**config.mk**
```make
export PLATFORM = sky130hd
export DESIGN_NAME = imem_loader
export DESIGN_NICKNAME = d
export VERILOG_FILES = /design/src/rtl/imem_loader.sv
export SDC_FILE = /design/constraint.sdc
export NUM_CORES = 1
export LEC_CHECK = 0
export ABC_AREA = 1
export CAP_MARGIN = 10
export CORE_UTILIZATION = 50
export CTS_CLUSTER_DIAMETER = 50
export DETAILED_ROUTE_END_ITERATION = 7
export PLACE_DENSITY = 0.75
export SLEW_MARGIN = 25
export SYNTH_ARGS = -nofsm -noshare
export SYNTH_HDL_FRONTEND = slang
export SYNTH_SLANG_ARGS = --single-unit
```
**constraint.sdc**
```tcl
create_clock -name clk_i -period 2.2 [get_ports clk_i]
set_input_delay 0.44 -clock clk_i [delete_from_list [all_inputs] [get_ports clk_i]]
set_output_delay 0.44 -clock clk_i [all_outputs]
set_load 0.02 [all_outputs]
```
**src/rtl/imem_loader.sv**
```systemverilog
// rtl/imem_loader.sv - framed byte stream to sequential imem word writes; holds the CPU until a frame completes.
// Optional trailing XOR checksum byte when IMEM_LOADER_CHECKSUM_EN is defined.
module imem_loader #(
  parameter int          ADDR_W    = 10,
  parameter logic [7:0]  SYNC_BYTE = 8'hA5,
  parameter int          TIMEOUT   = 1000
) (
  input  logic              clk_i,
  input  logic              reset_ni,
  input  logic              byte_valid_i,
  input  logic [7:0]        byte_data_i,
  output logic              byte_ready_o,
  output logic              imem_we_o,
  output logic [ADDR_W-1:0] imem_addr_o,
  output logic [31:0]       imem_wdata_o,
  output logic              cpu_hold_o,
  output logic              done_o,
  output logic              error_o
);

  localparam int          IDLE_W  = $clog2(TIMEOUT + 1);
  localparam logic [16:0] MAX_LEN = 17'(1) << ADDR_W;

  typedef enum logic [2:0] {
    S_IDLE, S_LEN0, S_LEN1, S_DATA, S_WR,
`ifdef IMEM_LOADER_CHECKSUM_EN
    S_CSUM,
`endif
    S_DONE, S_ERR
  } state_e;

`ifdef IMEM_LOADER_CHECKSUM_EN
  localparam state_e S_END = S_CSUM;
`else
  localparam state_e S_END = S_DONE;
`endif

  state_e              state_q, state_d;
  logic [15:0]         len_q, len_d;
  logic [ADDR_W:0]     wcnt_q, wcnt_d;
  logic [1:0]          bcnt_q, bcnt_d;
  logic [31:0]         wdata_q, wdata_d;
  logic [IDLE_W-1:0]   idle_q, idle_d;
  logic                xfer;
  logic                counting;
  logic [15:0]         new_len;
  logic [ADDR_W:0]     wcnt_inc;
`ifdef IMEM_LOADER_CHECKSUM_EN
  logic [7:0]          csum_q, csum_d;
`endif

  assign byte_ready_o = (state_q != S_WR);
  assign xfer         = byte_valid_i & byte_ready_o;
  assign imem_we_o    = (state_q == S_WR);
  assign imem_addr_o  = wcnt_q[ADDR_W-1:0];
  assign imem_wdata_o = wdata_q;
  assign cpu_hold_o   = (state_q != S_DONE);
  assign done_o       = (state_q == S_DONE);
  assign error_o      = (state_q == S_ERR);
  assign new_len      = {byte_data_i, len_q[7:0]};
  assign wcnt_inc     = wcnt_q + (ADDR_W+1)'(1);

  always_comb begin
    state_d = state_q;
    len_d   = len_q;
    wcnt_d  = wcnt_q;
    bcnt_d  = bcnt_q;
    wdata_d = wdata_q;
    idle_d  = idle_q;
`ifdef IMEM_LOADER_CHECKSUM_EN
    csum_d  = csum_q;
    counting = (state_q == S_LEN0) || (state_q == S_LEN1) || (state_q == S_DATA) || (state_q == S_CSUM);
`else
    counting = (state_q == S_LEN0) || (state_q == S_LEN1) || (state_q == S_DATA);
`endif

    // Idle watchdog first; a transfer in the case below overrides it.
    if (counting && !xfer) begin
      if (idle_q == IDLE_W'(TIMEOUT - 1)) state_d = S_ERR;
      else                                idle_d  = idle_q + IDLE_W'(1);
    end

    case (state_q)
      S_IDLE, S_DONE, S_ERR: begin
        if (xfer && byte_data_i == SYNC_BYTE) begin
          state_d = S_LEN0;
          wcnt_d  = '0;
          bcnt_d  = '0;
          idle_d  = '0;
`ifdef IMEM_LOADER_CHECKSUM_EN
          csum_d  = '0;
`endif
        end
      end
      S_LEN0: begin
        if (xfer) begin
          len_d[7:0] = byte_data_i;
          idle_d     = '0;
          state_d    = S_LEN1;
`ifdef IMEM_LOADER_CHECKSUM_EN
          csum_d     = csum_q ^ byte_data_i;
`endif
        end
      end
      S_LEN1: begin
        if (xfer) begin
          len_d[15:8] = byte_data_i;
          idle_d      = '0;
`ifdef IMEM_LOADER_CHECKSUM_EN
          csum_d      = csum_q ^ byte_data_i;
`endif
          if (new_len == 16'd0)                state_d = S_END;
          else if ({1'b0, new_len} > MAX_LEN)  state_d = S_ERR;
          else                                 state_d = S_DATA;
        end
      end
      S_DATA: begin
        if (xfer) begin
          wdata_d[{bcnt_q, 3'b000} +: 8] = byte_data_i;
          bcnt_d = bcnt_q + 2'd1;
          idle_d = '0;
`ifdef IMEM_LOADER_CHECKSUM_EN
          csum_d = csum_q ^ byte_data_i;
`endif
          if (bcnt_q == 2'd3) state_d = S_WR;
        end
      end
      S_WR: begin
        wcnt_d = wcnt_inc;
        idle_d = '0;
        if (17'(wcnt_inc) == {1'b0, len_q}) state_d = S_END;
        else                                state_d = S_DATA;
      end
`ifdef IMEM_LOADER_CHECKSUM_EN
      S_CSUM: begin
        if (xfer) begin
          idle_d  = '0;
          state_d = (byte_data_i == csum_q) ? S_DONE : S_ERR;
        end
      end
`endif
      default: state_d = S_IDLE;
    endcase
  end

  always_ff @(posedge clk_i or negedge reset_ni) begin
    if (!reset_ni) begin
      state_q <= S_IDLE;
      len_q   <= '0;
      wcnt_q  <= '0;
      bcnt_q  <= '0;
      wdata_q <= '0;
      idle_q  <= '0;
`ifdef IMEM_LOADER_CHECKSUM_EN
      csum_q  <= '0;
`endif
    end else begin
      state_q <= state_d;
      len_q   <= len_d;
      wcnt_q  <= wcnt_d;
      bcnt_q  <= bcnt_d;
      wdata_q <= wdata_d;
      idle_q  <= idle_d;
`ifdef IMEM_LOADER_CHECKSUM_EN
      csum_q  <= csum_d;
`endif
    end
  end

endmodule

```
==> results <==
- The DRC violation count after routing is 0.
- The dominant delay contributor by cell family on the critical path is buffers and inverters.
- The count of nets after finishing is 615.
- The routed layout has 3733 vias.
- The first detailed-routing pass ran for 5 iterations.
- Traced cell by cell, the critical path runs through inv_2, nand3_2, inv_1, clkdlybuf4s50_1.
- The sequential-to-total area share from yosys stat is 44.66%.
- The detail-routed via count per cell is 5.310.
- The average wire per cell in the routed design is 14.36 µm.
- The startpoint identified for the worst register-to-register timing path is state_q[0].
- The worst slew margin relative to its limit is 65.67%.
- Across the VDD grid, the largest voltage drop is 699.1 µV.
- The critical-path cell with the highest stage delay is clkdlybuf4s50_1.
- The floorplan step defined a core boundary enclosing 7888 µm².
- Derived from the worst setup path, the maximum achievable clock frequency is 479.4 MHz.
- For this design the ratio of total power to cell area is 1211 nW/µm².
- Dividing the synthesized area by the synthesized cell count gives 7.736 µm².
- The first global-routing pass estimated 16830 µm of wire.
- In the finished design, the share of the clock period the worst path needs comes to 94.81%.
- Sorting the synthesized cells by area gives the leading types as dfrtp_1 45%, nand2_1 12%, nand3_1 5.8%, inv_1 5.6%, nor2_1 4.4%.
- For this run, the total global-route usage over all layers was measured as 24.91%.
- The post-DP HPWL is 7291 µm.
- For flop-to-flop paths, the worst setup slack is 0.31 ns.
- CTS placed an instance of clkbuf_8 at the clock tree root.
- The fraction of layout instances using a drive strength above 1 is 12.31%.
- The clock drives 74 sinks.
- Together, buffers and inverters on the worst path number 3.
- The required arrival time at the worst endpoint is 1.76 ns.
- The startpoint type of the worst setup path is a flop.
- The number of levels the H-tree was split into is 3.
- The die covers 8661 µm².
- After layout, the minimum clock period comes to 2.086 ns.
- The share of synthesized area in the top cell type comes to 44.66%.
- The net switching power of the design is 2.688 mW.
- The classification of the worst-slack hold path is input port to async pin.
- The total wirelength of the detailed-routed design is 10100 µm.
- In the final timing run, aggregate negative setup slack is 0 ns.
- Entering global routing, the biggest net connects 75 pins.
- The count of nets left with antenna violations once routing finished came out at 0.
- The number of nets handed over by synthesis was 555.
- In this run switching power makes up 44.28% of total power.
- The clock-pin slew on the worst setup and hold paths is 0.09 ns.
- The end of the worst register-to-register path is state_q[0].
- Hold is met by 0.08708 ns.
- The horizontal extent of the die is 93.07 µm.
- The clock latency reported for the late side of the worst-skew pair is 0.35 ns.
- The DRC marker count from the first detailed-route iteration is 225.
- Relative to the synthesized area, the layout overhead comes to 20.88%.
- The initial antenna violation count came to 0.
- Yosys printed 0 warnings.
- The sequential cell fraction of total power is 35.8%.
- The flow ran to the end, and the final reports show no timing, DRC or antenna violations.
- The total internal power is 3.382 mW.
- The remaining global-route overflow is 0.
- The number of setup buffers added after CTS is 0.
- The final core utilization is 63.55%.
- The CTS buffer count is 9.
- For the pin with the worst max-slew slack, the measured transition is 0.5130 ns.
- Summed over all cells, the static leakage comes to 2.508 nW.
- Per report_power, the clock group accounts for 17.8% of the total.
- The number of rows in the core area is 32.
- Setup violations remaining at the end of the flow were counted as 0.
- Of all nets on the critical path, the largest fanout is 6.
- The type of element capturing the critical path is an output port.
- TritonCTS built the clock tree.
- The worst setup path is of the flop to output port kind.
- Synthesis produced 536 cells.
- The max-cap check violation count is 0.
- The post-synthesis cell type with the largest combined area is dfrtp_1.
- After synthesis, the netlist uses 35 different library cells.
- The starting utilization of the core area is 52.57%.
- The via count of the first global-routing pass is 3624.
- The critical path arrival is 1.65 ns.
- The setup clock skew after layout is 0.008706 ns.
- The I/O pin count is 58.
- Buffers placed on the I/O ports in this run total 57.
- Setup repair after global routing left no endpoint under its margin.
- The synthesized design contains 74 register bits.
- In this design, the stage delay of the slowest critical-path cell is 0.59 ns.
- The path depth of the worst reg2reg path is 10.
- The final hold violation count is 0.
- The total inserted antenna cells is 0.
- The combinational share of power is 46.4%.
- Routability-driven placement finished with a final weighted congestion of 0.8511.
- The number of max-slew violations in the final report is 0.
- After synthesis the cells add up to 4146 µm².
- In this run, post-CTS hold repair placed 0 buffers.
- In this run the vertical extent of the chip is 93.07 µm.
- In this run the deepest clock path goes through 2 buffers.
==> through the flow <==
| step | power (mW) | setup WS (ns) | cells | instance area [µm²] |
|---|---|---|---|---|
| 2_1_floorplan | 4.064 | 0.2366 | 536 | 4146 |
| 3_3_place_gp | 4.920 | 0.1513 | 687 | 4803 |
| 3_5_place_dp | 4.990 | 0.03371 | 687 | 4803 |
| 4_1_cts | 6.093 | 0.02010 | 703 | 5006 |
| 5_1_grt | 6.512 | 0.03998 | 703 | 5012 |
| 6_report | 6.070 | 0.1141 | 703 | 5012 |
==> placed cells by master (no fill, tap or decap), types with 4 or more instances in the layout <==
cell             instances
xor2_1                   5
buf_4                   12
nor2_2                  10
nor2_4                   4
o21ai_0                 27
nand3_2                  4
clkdlybuf4s50_1         53
nor2_1                  49
a21oi_1                 25
o21ai_1                 14
clkbuf_8                 9
nand2_1                138
nand4_1                  6
dfrtp_1                 71
inv_1                   62
nand3_1                 48
ha_1                     8
inv_2                    8
o22ai_1                  8
==> worst max-delay path by stage <==
stage               slack [ns]  cells after the start              end      startpoint
floorplan                 0.24                      6  imem_wdata_o[0]       bcnt_q[0]
global placement          0.15                      9       state_q[1]  byte_data_i[5]
detailed placement        0.03                      9       state_q[1]  byte_data_i[5]
CTS                       0.02                      4          error_o      state_q[0]
global route              0.04                      4           done_o      state_q[1]
finish                    0.11                      4           done_o      state_q[1]
==> power by group through the flow <==
| stage | sequential (mW) | clock [mW] | combinational [mW] |
|---|---|---|---|
| floorplan | 2.22 | 0 | 1.84 |
| global placement | 2.17 | 0 | 2.75 |
| detailed placement | 2.18 | 0 | 2.81 |
| CTS | 2.17 | 1.10 | 2.83 |
| global route | 2.23 | 1.15 | 3.13 |
| finish | 2.17 | 1.08 | 2.82 |
==> metal layers <==
layer  vias up  global-route usage (%)  routed length [µm]
li1       1832                       -                   -
met5         -                       0                   0
met4         0                   10.90                 148
met2       137                   39.71                4859
met3        15                   4.390                 616
met1      1749                   33.32                4471
==> worst reg2reg max path, delay by kind of cell (launching register included) <==
kind,cells,cell delay [ns]
flops,1,0.46
buf+inv,2,0.40
compound gates,2,0.18
simple gates,6,0.77
==> cell usage after synthesis, drive strengths merged <==
cell / instances
nand2: 143
dfrtp: 74
inv: 70
nor2: 65
nand3: 52
o21ai: 41
a21oi: 25
buf: 18
ha: 8
o22ai: 8
nor3: 7
nand4: 6
xor2: 5
clkbuf: 3
a211oi: 2
clkinv: 2
nor4: 2
a31oi: 1
a41oi: 1
and3: 1
nor3b: 1
o21bai: 1
==> what timing repair did <==
| action | 4_1_cts | 5_1_grt |
|---|---|---|
| resized for setup | 3 | 3 |
| endpoints found under the hold margin | 0 | 0 |
| endpoints found under the setup margin | 3 | 3 |
==> registers in the layout (all words and copies together) (netlist names) <==
signal	cells
state_q	3
imem_wdata_o	32
len_q	16
bcnt_q	2
idle_q	10
wcnt_q	11
==> area by class of cell <==
| type | count | area (µm²) |
|---|---|---|
| clock buffer | 9 | 123.9 |
| clock inverter | 7 | 77.57 |
| fill | 668 | 2875 |
| inverter | 72 | 271.5 |
| multi-input combinational | 369 | 1877 |
| sequential | 74 | 1856 |
| tap | 102 | 127.6 |
| timing repair buffer | 70 | 679.4 |
==> cells by family after synthesis <==
group	count (synthesis)	share of synthesized area, %
adder cells (fa/ha/maj)	8	2.414
AO/OA/AOI/OAI	79	10.41
AND/OR/NAND/NOR	277	31.38
flip-flops	74	44.66
XOR/XNOR	5	1.056
buffers and inverters	93	10.08
Power figures use the tool's default switching activity.
